--- src/rtl/uart_tx_arbiter_if.sv ---
// Requester handshake and UART Tx signals for the shared-transmitter arbiter.
// The arbiter uses the slave modport. Requesters and the Tx use the master modport.
interface uart_tx_arbiter_if #(
    parameter int NUM_REQ = 4
);
    logic [NUM_REQ-1:0]   i_req_valid;
    logic [8*NUM_REQ-1:0] i_req_byte;
    logic [NUM_REQ-1:0]   i_req_last;
    logic [NUM_REQ-1:0]   o_req_ready;
    logic [NUM_REQ-1:0]   o_grant;
    logic                 o_busy;
    logic                 o_tx_dv;
    logic [7:0]           o_tx_byte;
    logic                 i_tx_active;
    logic                 i_tx_done;

    modport master (
        output i_req_valid, i_req_byte, i_req_last, i_tx_active, i_tx_done,
        input  o_req_ready, o_grant, o_busy, o_tx_dv, o_tx_byte
    );

    modport slave (
        input  i_req_valid, i_req_byte, i_req_last, i_tx_active, i_tx_done,
        output o_req_ready, o_grant, o_busy, o_tx_dv, o_tx_byte
    );
endinterface

--- src/rtl/uart_tx_arbiter.sv ---
// Round-robin arbiter that shares one UART transmitter among NUM_REQ byte streams.
// Ownership lasts for a whole message. It is released after the byte flagged last completes,
// or when the owner stalls between bytes for GAP_TIMEOUT clocks.
module uart_tx_arbiter #(
    parameter int NUM_REQ     = 4,
    parameter int GAP_TIMEOUT = 1023
) (
    input  logic             clk,
    input  logic             rst_n,
    uart_tx_arbiter_if.slave bus
);
    localparam int PTR_W = (NUM_REQ > 1) ? $clog2(NUM_REQ) : 1;
    localparam int GAP_W = (GAP_TIMEOUT > 1) ? $clog2(GAP_TIMEOUT) : 1;
    localparam logic [GAP_W-1:0] GAP_LAST = GAP_W'(GAP_TIMEOUT - 1);
    localparam logic [PTR_W-1:0] PTR_INIT = PTR_W'(NUM_REQ - 1);

    typedef enum logic [1:0] {
        ST_IDLE      = 2'd0,
        ST_LOAD      = 2'd1,
        ST_ISSUE     = 2'd2,
        ST_WAIT_DONE = 2'd3
    } state_t;

    state_t             state_r;
    logic [NUM_REQ-1:0] grant_r;
    logic [PTR_W-1:0]   gnt_idx_r;
    logic [PTR_W-1:0]   rr_ptr_r;
    logic [GAP_W-1:0]   gap_cnt_r;
    logic               last_r;
    logic               done_d_r;
    logic               busy_r;
    logic               tx_dv_r;
    logic [7:0]         tx_byte_r;

    logic               pick_vld_s;
    logic [PTR_W-1:0]   pick_idx_s;
    logic [PTR_W-1:0]   cand_s;
    logic [7:0]         sel_byte_s;
    logic               sel_last_s;
    logic [NUM_REQ-1:0] ready_s;
    logic               xfer_s;
    logic               done_rise_s;

    // Convert a requester index to its one-hot grant vector.
    function automatic logic [NUM_REQ-1:0] idx_to_onehot(input logic [PTR_W-1:0] idx);
        logic [NUM_REQ-1:0] oh;
        oh = {{(NUM_REQ-1){1'b0}}, 1'b1} << idx;
        return oh;
    endfunction

    // Round-robin search: first valid requester after the last owner.
    always_comb begin
        pick_vld_s = 1'b0;
        pick_idx_s = {PTR_W{1'b0}};
        cand_s     = {PTR_W{1'b0}};
        for (int i = 1; i <= NUM_REQ; i++) begin
            cand_s = PTR_W'((int'(rr_ptr_r) + i) % NUM_REQ);
            if (!pick_vld_s && bus.i_req_valid[cand_s]) begin
                pick_vld_s = 1'b1;
                pick_idx_s = cand_s;
            end else begin
                pick_vld_s = pick_vld_s;
                pick_idx_s = pick_idx_s;
            end
        end
    end

    // Byte and last flag presented by the current owner.
    always_comb begin
        sel_byte_s = bus.i_req_byte[int'(gnt_idx_r)*8 +: 8];
        sel_last_s = bus.i_req_last[gnt_idx_r];
    end

    // Only the owner can be accepted, and only while waiting for its next byte.
    always_comb begin
        ready_s = {NUM_REQ{1'b0}};
        if (rst_n && (state_r == ST_LOAD)) begin
            ready_s = bus.i_req_valid & grant_r;
        end else begin
            ready_s = {NUM_REQ{1'b0}};
        end
    end

    assign xfer_s      = |ready_s;
    assign done_rise_s = bus.i_tx_done & ~done_d_r;

    assign bus.o_req_ready = ready_s;
    assign bus.o_grant     = grant_r;
    assign bus.o_busy      = busy_r;
    assign bus.o_tx_dv     = tx_dv_r;
    assign bus.o_tx_byte   = tx_byte_r;

    // Arbitration FSM: grant, byte handoff to the Tx, and completion tracking.
    always_ff @(posedge clk) begin
        if (!rst_n) begin
            state_r   <= ST_IDLE;
            grant_r   <= {NUM_REQ{1'b0}};
            gnt_idx_r <= {PTR_W{1'b0}};
            rr_ptr_r  <= PTR_INIT;
            gap_cnt_r <= {GAP_W{1'b0}};
            last_r    <= 1'b0;
            done_d_r  <= 1'b0;
            busy_r    <= 1'b0;
            tx_dv_r   <= 1'b0;
            tx_byte_r <= 8'h00;
        end else begin
            // Done is edge-detected so a level held from an earlier byte is not counted again.
            done_d_r <= bus.i_tx_done;
            case (state_r)
                ST_IDLE: begin
                    if (pick_vld_s) begin
                        grant_r   <= idx_to_onehot(pick_idx_s);
                        gnt_idx_r <= pick_idx_s;
                        gap_cnt_r <= {GAP_W{1'b0}};
                        busy_r    <= 1'b1;
                        state_r   <= ST_LOAD;
                    end
                end
                ST_LOAD: begin
                    if (xfer_s) begin
                        tx_byte_r <= sel_byte_s;
                        last_r    <= sel_last_s;
                        gap_cnt_r <= {GAP_W{1'b0}};
                        tx_dv_r   <= 1'b1;
                        state_r   <= ST_ISSUE;
                    end else if (gap_cnt_r == GAP_LAST) begin
                        // Owner stalled too long: truncate its message and rearbitrate.
                        grant_r   <= {NUM_REQ{1'b0}};
                        rr_ptr_r  <= gnt_idx_r;
                        gap_cnt_r <= {GAP_W{1'b0}};
                        busy_r    <= 1'b0;
                        state_r   <= ST_IDLE;
                    end else begin
                        gap_cnt_r <= gap_cnt_r + GAP_W'(1);
                    end
                end
                ST_ISSUE: begin
                    // Data-valid is level-held until the Tx reports it has started.
                    if (bus.i_tx_active) begin
                        tx_dv_r <= 1'b0;
                        state_r <= ST_WAIT_DONE;
                    end
                end
                ST_WAIT_DONE: begin
                    if (done_rise_s) begin
                        if (last_r) begin
                            rr_ptr_r <= gnt_idx_r;
                            grant_r  <= {NUM_REQ{1'b0}};
                            busy_r   <= 1'b0;
                            state_r  <= ST_IDLE;
                        end else begin
                            state_r <= ST_LOAD;
                        end
                    end
                end
                default: begin
                    grant_r <= {NUM_REQ{1'b0}};
                    busy_r  <= 1'b0;
                    tx_dv_r <= 1'b0;
                    state_r <= ST_IDLE;
                end
            endcase
        end
    end
endmodule

--- src/flat_wrapper.sv ---
// flat-port wrapper written by rule: the top's interface ports become plain ports
module uart_tx_arbiter_flat 
#(
    parameter int NUM_REQ     = 4,
    parameter int GAP_TIMEOUT = 1023
)
  (clk, rst_n, bus_i_req_valid, bus_i_req_byte, bus_i_req_last, bus_i_tx_active, bus_i_tx_done, bus_o_req_ready, bus_o_grant, bus_o_busy, bus_o_tx_dv, bus_o_tx_byte);
  uart_tx_arbiter_if #(.NUM_REQ(NUM_REQ)) bus_i ();
  input  logic clk;
  input  logic rst_n;
  input wire logic [$bits(bus_i.i_req_valid)-1:0] bus_i_req_valid;
  input wire logic [$bits(bus_i.i_req_byte)-1:0] bus_i_req_byte;
  input wire logic [$bits(bus_i.i_req_last)-1:0] bus_i_req_last;
  input wire logic [$bits(bus_i.i_tx_active)-1:0] bus_i_tx_active;
  input wire logic [$bits(bus_i.i_tx_done)-1:0] bus_i_tx_done;
  output wire logic [$bits(bus_i.o_req_ready)-1:0] bus_o_req_ready;
  output wire logic [$bits(bus_i.o_grant)-1:0] bus_o_grant;
  output wire logic [$bits(bus_i.o_busy)-1:0] bus_o_busy;
  output wire logic [$bits(bus_i.o_tx_dv)-1:0] bus_o_tx_dv;
  output wire logic [$bits(bus_i.o_tx_byte)-1:0] bus_o_tx_byte;
  assign bus_i.i_req_valid = bus_i_req_valid;
  assign bus_i.i_req_byte = bus_i_req_byte;
  assign bus_i.i_req_last = bus_i_req_last;
  assign bus_i.i_tx_active = bus_i_tx_active;
  assign bus_i.i_tx_done = bus_i_tx_done;
  assign bus_o_req_ready = bus_i.o_req_ready;
  assign bus_o_grant = bus_i.o_grant;
  assign bus_o_busy = bus_i.o_busy;
  assign bus_o_tx_dv = bus_i.o_tx_dv;
  assign bus_o_tx_byte = bus_i.o_tx_byte;
  uart_tx_arbiter #(.NUM_REQ(NUM_REQ), .GAP_TIMEOUT(GAP_TIMEOUT)) u_core (.clk(clk), .rst_n(rst_n), .bus(bus_i));
endmodule
--- config.mk ---
export PLATFORM = sky130hd
export DESIGN_NAME = uart_tx_arbiter_flat
export DESIGN_NICKNAME = d
export VERILOG_FILES = /design/src/rtl/uart_tx_arbiter_if.sv /design/src/rtl/uart_tx_arbiter.sv /design/src/flat_wrapper.sv
export SDC_FILE = /design/constraint.sdc
export NUM_CORES = 1
export LEC_CHECK = 0
export ABC_AREA = 1
export BUFFER_PORTS_ARGS = -buffer_cell sky130_fd_sc_hd__buf_4
export CORE_MARGIN = 2
export CORE_UTILIZATION = 47
export CTS_CLUSTER_DIAMETER = 40
export DETAILED_ROUTE_END_ITERATION = 8
export PLACE_DENSITY = 0.79
export SYNTH_ARGS = -nofsm -noshare
export SYNTH_HDL_FRONTEND = slang
export SYNTH_SLANG_ARGS = --single-unit
--- constraint.sdc ---
create_clock -name clk -period 1.83 [get_ports clk]
set_clock_uncertainty 0.1 [all_clocks]
set_input_delay 0.2745 -clock clk [delete_from_list [all_inputs] [get_ports clk]]
set_output_delay 0.2745 -clock clk [all_outputs]
set_load 0.05 [all_outputs]
==> results.ini, run 1 <==
[layout]
final_nets = 483
layout-drive-gt1-share = 0.419
diodes = 0
syn2layout_area_growth_pct = 51.5
fin_area_um2 = 3260

[floorplan]
boundaryPins = 62
core_area_um2 = 4380
initial_core_util = 0.491
dieArea_um2 = 5140
fp.dieW_um = 71.7
row_count = 24
die_height_um = 71.7

[placed_design]
portBuffers = 61
gp_congestion = 0.893
place_ws_ns = -0.0566
placed_area_um2 = 2770
place_hpwl_mm = 4.36

[synth]
syn_nets = 398
synthArstFlopShare = 0
yosysMostFrequentCell = nand2_1
synth_area_leaders = dfxtp_1 (30%), nand2_1 (14%), nor2_1 (13%)
synth_edf_count = 0
ys_warn_count = 0
synth.yosys.seq_area_share = 0.297
syn_area_per_cell_um2 = 6.19
ys_types = 35
synth_common_cells = nand2_1 (82), nor2_1 (72), inv_1 (33)
synth_top_area_cell = dfxtp_1
synthFlopType = dfxtp_1
ys_ff_latch = 32
syn-instance-count = 348
synth_area_um2 = 2150
synth_top_area_share = 0.297

[clocking]
hold_buffers = 0
clock_sinks = 32
clock_path_buffers = 2
insertion_delay_ns = 0.29
cts_buffers = 5
ctsHtreeMaxLevel = 2
cts_tree = built
cts_root_buffer = clkbuf_8
clkTransAtPathRegs_ns = 0.07

[critical_path]
cpMostUsedCell = nand2_2
arrival_ns = 1.95
cp_data_required_time_ns = 1.95
end_kind = register
crit_path_max_incr_delay_ns = 0.35
critPathLaunchType = register
path_max_fanout = 5
slowest_stage = dfxtp_4
ff2ff_setup_slack_ns = 0.0001
critPathKind = reg2reg
worstPathCellList = inv_2 -> ha_4 -> nand3_1 -> nor2_1 -> nand2_1 -> nand2_2 -> nand2_2 -> nor2_2 -> nand4_1 -> buf_4 -> a21oi_2

[power_and_ir_drop]
pwr_density_cell_nw_per_um2 = 1570
ir_worst_vdd_uv = 806
switchingPower_uw = 2500
switching_share = 0.490
clkPwrFrac = 0.131
internal_power_uw = 2610
seqPwrFrac = 0.192
p_leak_uw = 0.00157
comb_power_share = 0.677

[drt]
ant_nets = 0
vias_per_cell = 5.30
drt-initial-drc-count = 156
firstDrtPassIters = 4
routed_wl_mm = 6.59
vias = 2576
drc = 0
drt-wirelength-per-cell_um = 13.6

[worst_hold_path]
holdCritPathClass = in2reg

[timing]
layout_setup_ws_ns = 0.000143
worst_pin_slew_ns = 0.503
min_period_ns = 1.83
max_slew_margin = 0.664
setup_viol = 0
slew_violations = 0
grt_setup_unrepaired = true
finalHoldViolCount = 0
finalCritPeriodShare = 1.00
max_clock_freq_mhz = 546

[job]
maxCapViolCount = 0

[global_route]
grt_start_max_net_pins = 21
grt_pass1_wl_mm = 10.1
gr-usage-all-layers = 0.244
first_global_vias = 2342
grt-ovfl-total = 0
antenna_found_initial = 0

[outcome]
status = finished clean

final timing paths:
| check | to | start | depth (start not counted) |
|---|---|---|---|
| worst min-delay path | u_core.done_d_r | bus_i_tx_done | 3 |
| worst min register to register | u_core.last_r | u_core.last_r | 2 |
| worst max-delay path | u_core.bus.o_busy | u_core.gap_cnt_r[0] | 11 |
| worst max register to register | u_core.bus.o_busy | u_core.gap_cnt_r[0] | 11 |
critical path, delay by kind of cell (launching register included):
family	cells	cell delay, ns
and+or+nand+nor	7	0.80
AOI/OAI and AO/OA	1	0.09
DFF	1	0.35
buffers and inverters	2	0.29
adders and majority gates	1	0.13
metrics by stage:
stage / total power, uW / utilization / hold slack (ns) / cells / TNS [ns]
floorplan: 2970 / - / 0.272 / 348 / 0
global placement: 3510 / 0.632 / 0.341 / 461 / -0.149
detailed placement: 3560 / 0.632 / 0.349 / 461 / -0.199
CTS: 4350 / 0.670 / 0.0851 / 474 / -0.0143
global route: 5450 / 0.744 / 0.113 / 486 / -1.30
finish: 5110 / 0.744 / 0.0876 / 486 / 0
power groups by stage:
stage	Sequential (uW)	Combinational (uW)	Clock [uW]
2_1_floorplan	1120	1850	0
3_5_place_dp	964	2590	0
3_3_place_gp	960	2550	0
5_1_grt	1000	3740	703
4_1_cts	945	2720	676
6_report	982	3460	670
cell type report:
cell class	count	area, um2
timing repair buffer	90	694
tap	52	65.1
fill	340	1120
multi-input combinational	266	1580
sequential	32	662
inverter	38	150
clock buffer	6	72.6
clock inverter	2	35.0
routing by layer:
| layer | vias up | global-route usage | wire [um] |
|---|---|---|---|
| li1 | 1280 | - | - |
| met1 | 1177 | 0.303 | 2760 |
| met2 | 107 | 0.426 | 3290 |
| met3 | 12 | 0.0563 | 431 |
| met4 | 0 | 0.0629 | 111 |
| met5 | - | 0 | 0 |
state kept, by name, summed over array words and instances (netlist names), named ones only:
register and flops:
u_core.done_d_r 1, u_core.bus.o_grant 4, u_core.last_r 1, u_core.rr_ptr_r 2
u_core.gap_cnt_r 10, u_core.bus.o_tx_byte 8, u_core.bus.o_tx_dv 1, u_core.state_r 1
u_core.gnt_idx_r 2, u_core.bus.o_busy 1
repair_timing:
item,CTS,global route
pin swaps,6,26
gates cloned,0,0
resized for setup,5,71
buffers inserted,5,12
setup endpoints to repair,7,22
kinds of logic after synthesis:
group / after synthesis / synth area share
buffers and inverters: 50 / 0.0964
DFF: 32 / 0.297
AOI/OAI and AO/OA: 55 / 0.146
adders and majority gates: 6 / 0.0348
and+or+nand+nor: 202 / 0.409
xor gates and xnor gates: 3 / 0.0157
layout by cell type (no fill, tap or decap), types with 2 or more instances in the layout:
cell / instances
buf_4: 85
nand2_1: 62
nor2_1: 60
inv_1: 29
o21ai_0: 28
nand2_2: 23
dfxtp_1: 21
nand3_1: 13
nand2_4: 10
nor2_4: 9
a31oi_1: 8
dfxtp_2: 8
inv_2: 6
nand4_1: 6
a21oi_1: 6
nand3_2: 5
nor2_2: 5
clkbuf_8: 5
buf_6: 5
ha_1: 4
o21ai_1: 3
a21oi_2: 3
dfxtp_4: 3
nand2_8: 2
xor2_4: 2
a211oi_1: 2
o211ai_1: 2
nor3_2: 2
ha_4: 2
Note: power is estimated with default switching activity, not from simulation.
==> run 2, diff against run 1 <==
Settings changed: CORE_UTILIZATION 47 to 40, PLACE_DENSITY 0.79 to 0.7.
==> results.ini, run 2 (same netlist as run 1, synthesis figures left out) <==
[outcome]
status = finished clean  ; unchanged

[timing]
worst_pin_slew_ns = 0.498  ; was 0.503 ns
grt_setup_unrepaired = true  ; unchanged
setup_viol = 0  ; unchanged
max_slew_margin = 0.667  ; was 0.664
slew_violations = 0  ; unchanged
finalHoldViolCount = 0  ; unchanged
min_period_ns = 1.83  ; about the same
whs_ns = 0.0962  ; was 0.0876 ns
max_clock_freq_mhz = 548  ; was 546 MHz
finalCritPeriodShare = 0.998  ; was 1.00

[drt]
firstDrtPassIters = 4  ; unchanged
drc = 0  ; unchanged
drt-initial-drc-count = 83  ; was 156
vias_per_cell = 4.97  ; was 5.30
drt-wirelength-per-cell_um = 12.2  ; was 13.6 um
ant_nets = 0  ; unchanged
routed_wl_mm = 6.14  ; was 6.59 mm
vias = 2501  ; was 2576

[layout]
multiInputGateArea_um2 = 1510  ; was 1580 um2
instances_no_fill = 503  ; was 486
largest_register_ff_count = 10  ; unchanged
fillCellCount = 512  ; was 340
final_nets = 482  ; was 483
final_common_cell = buf_4  ; unchanged
mostFrequentLayoutCells = buf_4 (85), nor2_1 (64), nand2_1 (62)  ; was buf_4 (85), nand2_1 (62), nor2_1 (60)
syn2layout_area_growth_pct = 47.6  ; was 51.5%
layout-drive-gt1-share = 0.386  ; was 0.419
regMostFlops = u_core.gap_cnt_r  ; unchanged
diodes = 0  ; unchanged
seqCellArea_um2 = 656  ; was 662 um2
fin_area_um2 = 3180  ; was 3260 um2
final_util = 0.619  ; was 0.744

[global_route]
antenna_found_initial = 0  ; unchanged
grt_pass1_wl_mm = 9.57  ; was 10.1 mm
gr-usage-all-layers = 0.197  ; was 0.244
grt-ovfl-total = 0  ; unchanged
first_global_vias = 2233  ; was 2342
grt_start_max_net_pins = 21  ; unchanged

[critical_path]
slowest_stage = dfxtp_2  ; was dfxtp_4
cpMostUsedCell = nor2_1  ; was nand2_2
reg2reg_to = u_core.bus.o_grant[1]  ; was u_core.bus.o_busy
ff2ff_setup_slack_ns = 0.004  ; was 0.0001 ns
path_max_fanout = 5  ; unchanged
cp_data_required_time_ns = 1.94  ; was 1.95 ns
critPathLaunchType = register  ; unchanged
critPathCapture = u_core.bus.o_grant[1]  ; was u_core.bus.o_busy
crit_path_max_incr_delay_ns = 0.35  ; about the same
end_kind = register  ; unchanged
worstPathCellList = inv_4 -> ha_4 -> nand2_8 -> nor2_4 -> nor2_2 -> nand2_2 -> inv_2 -> nand2_2 -> nor2_2 -> nand4_1 -> nor2_1 -> nor2_1 -> nor2_1  ; was inv_2 -> ha_4 -> nand3_1 -> nor2_1 -> nand2_1 -> nand2_2 -> nand2_2 -> nor2_2 -> nand4_1 -> buf_4 -> a21oi_2
arrival_ns = 1.94  ; was 1.95 ns
critPathKind = reg2reg  ; unchanged
worst-r2r-cell-count = 13  ; was 11

[clocking]
cts_buffers = 5  ; unchanged
ctsHtreeMaxLevel = 2  ; unchanged
cts_tree = built  ; unchanged
cts_root_buffer = clkbuf_8  ; unchanged
clock_path_buffers = 2  ; unchanged
insertion_delay_ns = 0.29  ; about the same
clkTransAtPathRegs_ns = 0.07  ; about the same
clock_sinks = 32  ; unchanged

[power_and_ir_drop]
switchingPower_uw = 2400  ; was 2500 uW
clkPwrFrac = 0.118  ; was 0.131
comb_power_share = 0.679  ; was 0.677
pwr_density_cell_nw_per_um2 = 1520  ; was 1570 nW/um2
p_leak_uw = 0.00154  ; was 0.00157 uW
internal_power_uw = 2440  ; was 2610 uW
ir_worst_vdd_uv = 687  ; was 806 uV
seqPwrFrac = 0.203  ; was 0.192
switching_share = 0.497  ; was 0.490
finalPower_uw = 4840  ; was 5110 uW

[worst_hold_path]
holdCritPathClass = in2reg  ; unchanged

[placed_design]
place_hpwl_mm = 4.52  ; was 4.36 mm
placed_area_um2 = 2830  ; was 2770 um2
gp_congestion = 0.890  ; was 0.893
dp_cells = 484  ; was 461
portBuffers = 61  ; unchanged

[job]
maxCapViolCount = 0  ; unchanged

[floorplan]
boundaryPins = 62  ; unchanged
core_area_um2 = 5140  ; was 4380 um2
row_count = 26  ; was 24
die_height_um = 77.4  ; was 71.7 um
dieArea_um2 = 5990  ; was 5140 um2
fp.dieW_um = 77.4  ; was 71.7 um
initial_core_util = 0.419  ; was 0.491

[run 2: critical path: cells and delay by family, from the launching register on]
kind	cells	cell delay, ns
buffers and inverters	2	0.12
adders and majority gates	1	0.18
and+or+nand+nor	10	1.01
DFF	1	0.35
[run 2: area by class of cell]
cell class | count | area share
Multi-Input combinational cell | 267 | 0.475
Timing Repair Buffer | 88 | 0.214
Sequential cell | 32 | 0.206
Inverter | 38 | 0.0480
Tap cell | 70 | 0.0275
Clock buffer | 6 | 0.0260
Clock inverter | 2 | 0.00315
[run 2: worst min path at each step]
stage / depth (start not counted) / start / endpoint
finish: 3 / bus_i_tx_done / u_core.done_d_r
global route: 2 / bus_i_tx_active / u_core.bus.o_tx_dv
CTS: 3 / bus_i_tx_done / u_core.done_d_r
detailed placement: 2 / u_core.last_r / u_core.last_r
global placement: 2 / u_core.last_r / u_core.last_r
floorplan: 2 / bus_i_tx_done / u_core.done_d_r
[run 2: power by group through the flow]
stage / clock [uW] / sequential (uW) / combinational (uW)
2_1_floorplan: 0 / 1120 / 1850
3_3_place_gp: 0 / 957 / 2600
3_5_place_dp: 0 / 962 / 2660
4_1_cts: 581 / 947 / 2710
5_1_grt: 606 / 1000 / 3600
6_report: 570 / 985 / 3290
[run 2: per-layer routing]
metal / routed length [um] / track usage
met1: 2590 / 0.229
met2: 3070 / 0.350
met3: 387 / 0.0535
met4: 91 / 0.0607
met5: 0 / 0
[run 2: repair_timing]
action                     CTS  global route
hold buffers                 0             0
buffers inserted             0             9
gates resized for setup      3            48
setup endpoints to repair    9            21
pin swaps                    3            25
cloned                       0             2
[run 2: metrics by stage]
stage / setup WS [ns] / TNS, ns
global placement: -0.0361 / -0.137
floorplan: 0.00426 / 0
CTS: -0.00456 / -0.00456
global route: -0.135 / -0.916
finish: 0.00415 / 0
detailed placement: -0.0431 / -0.188
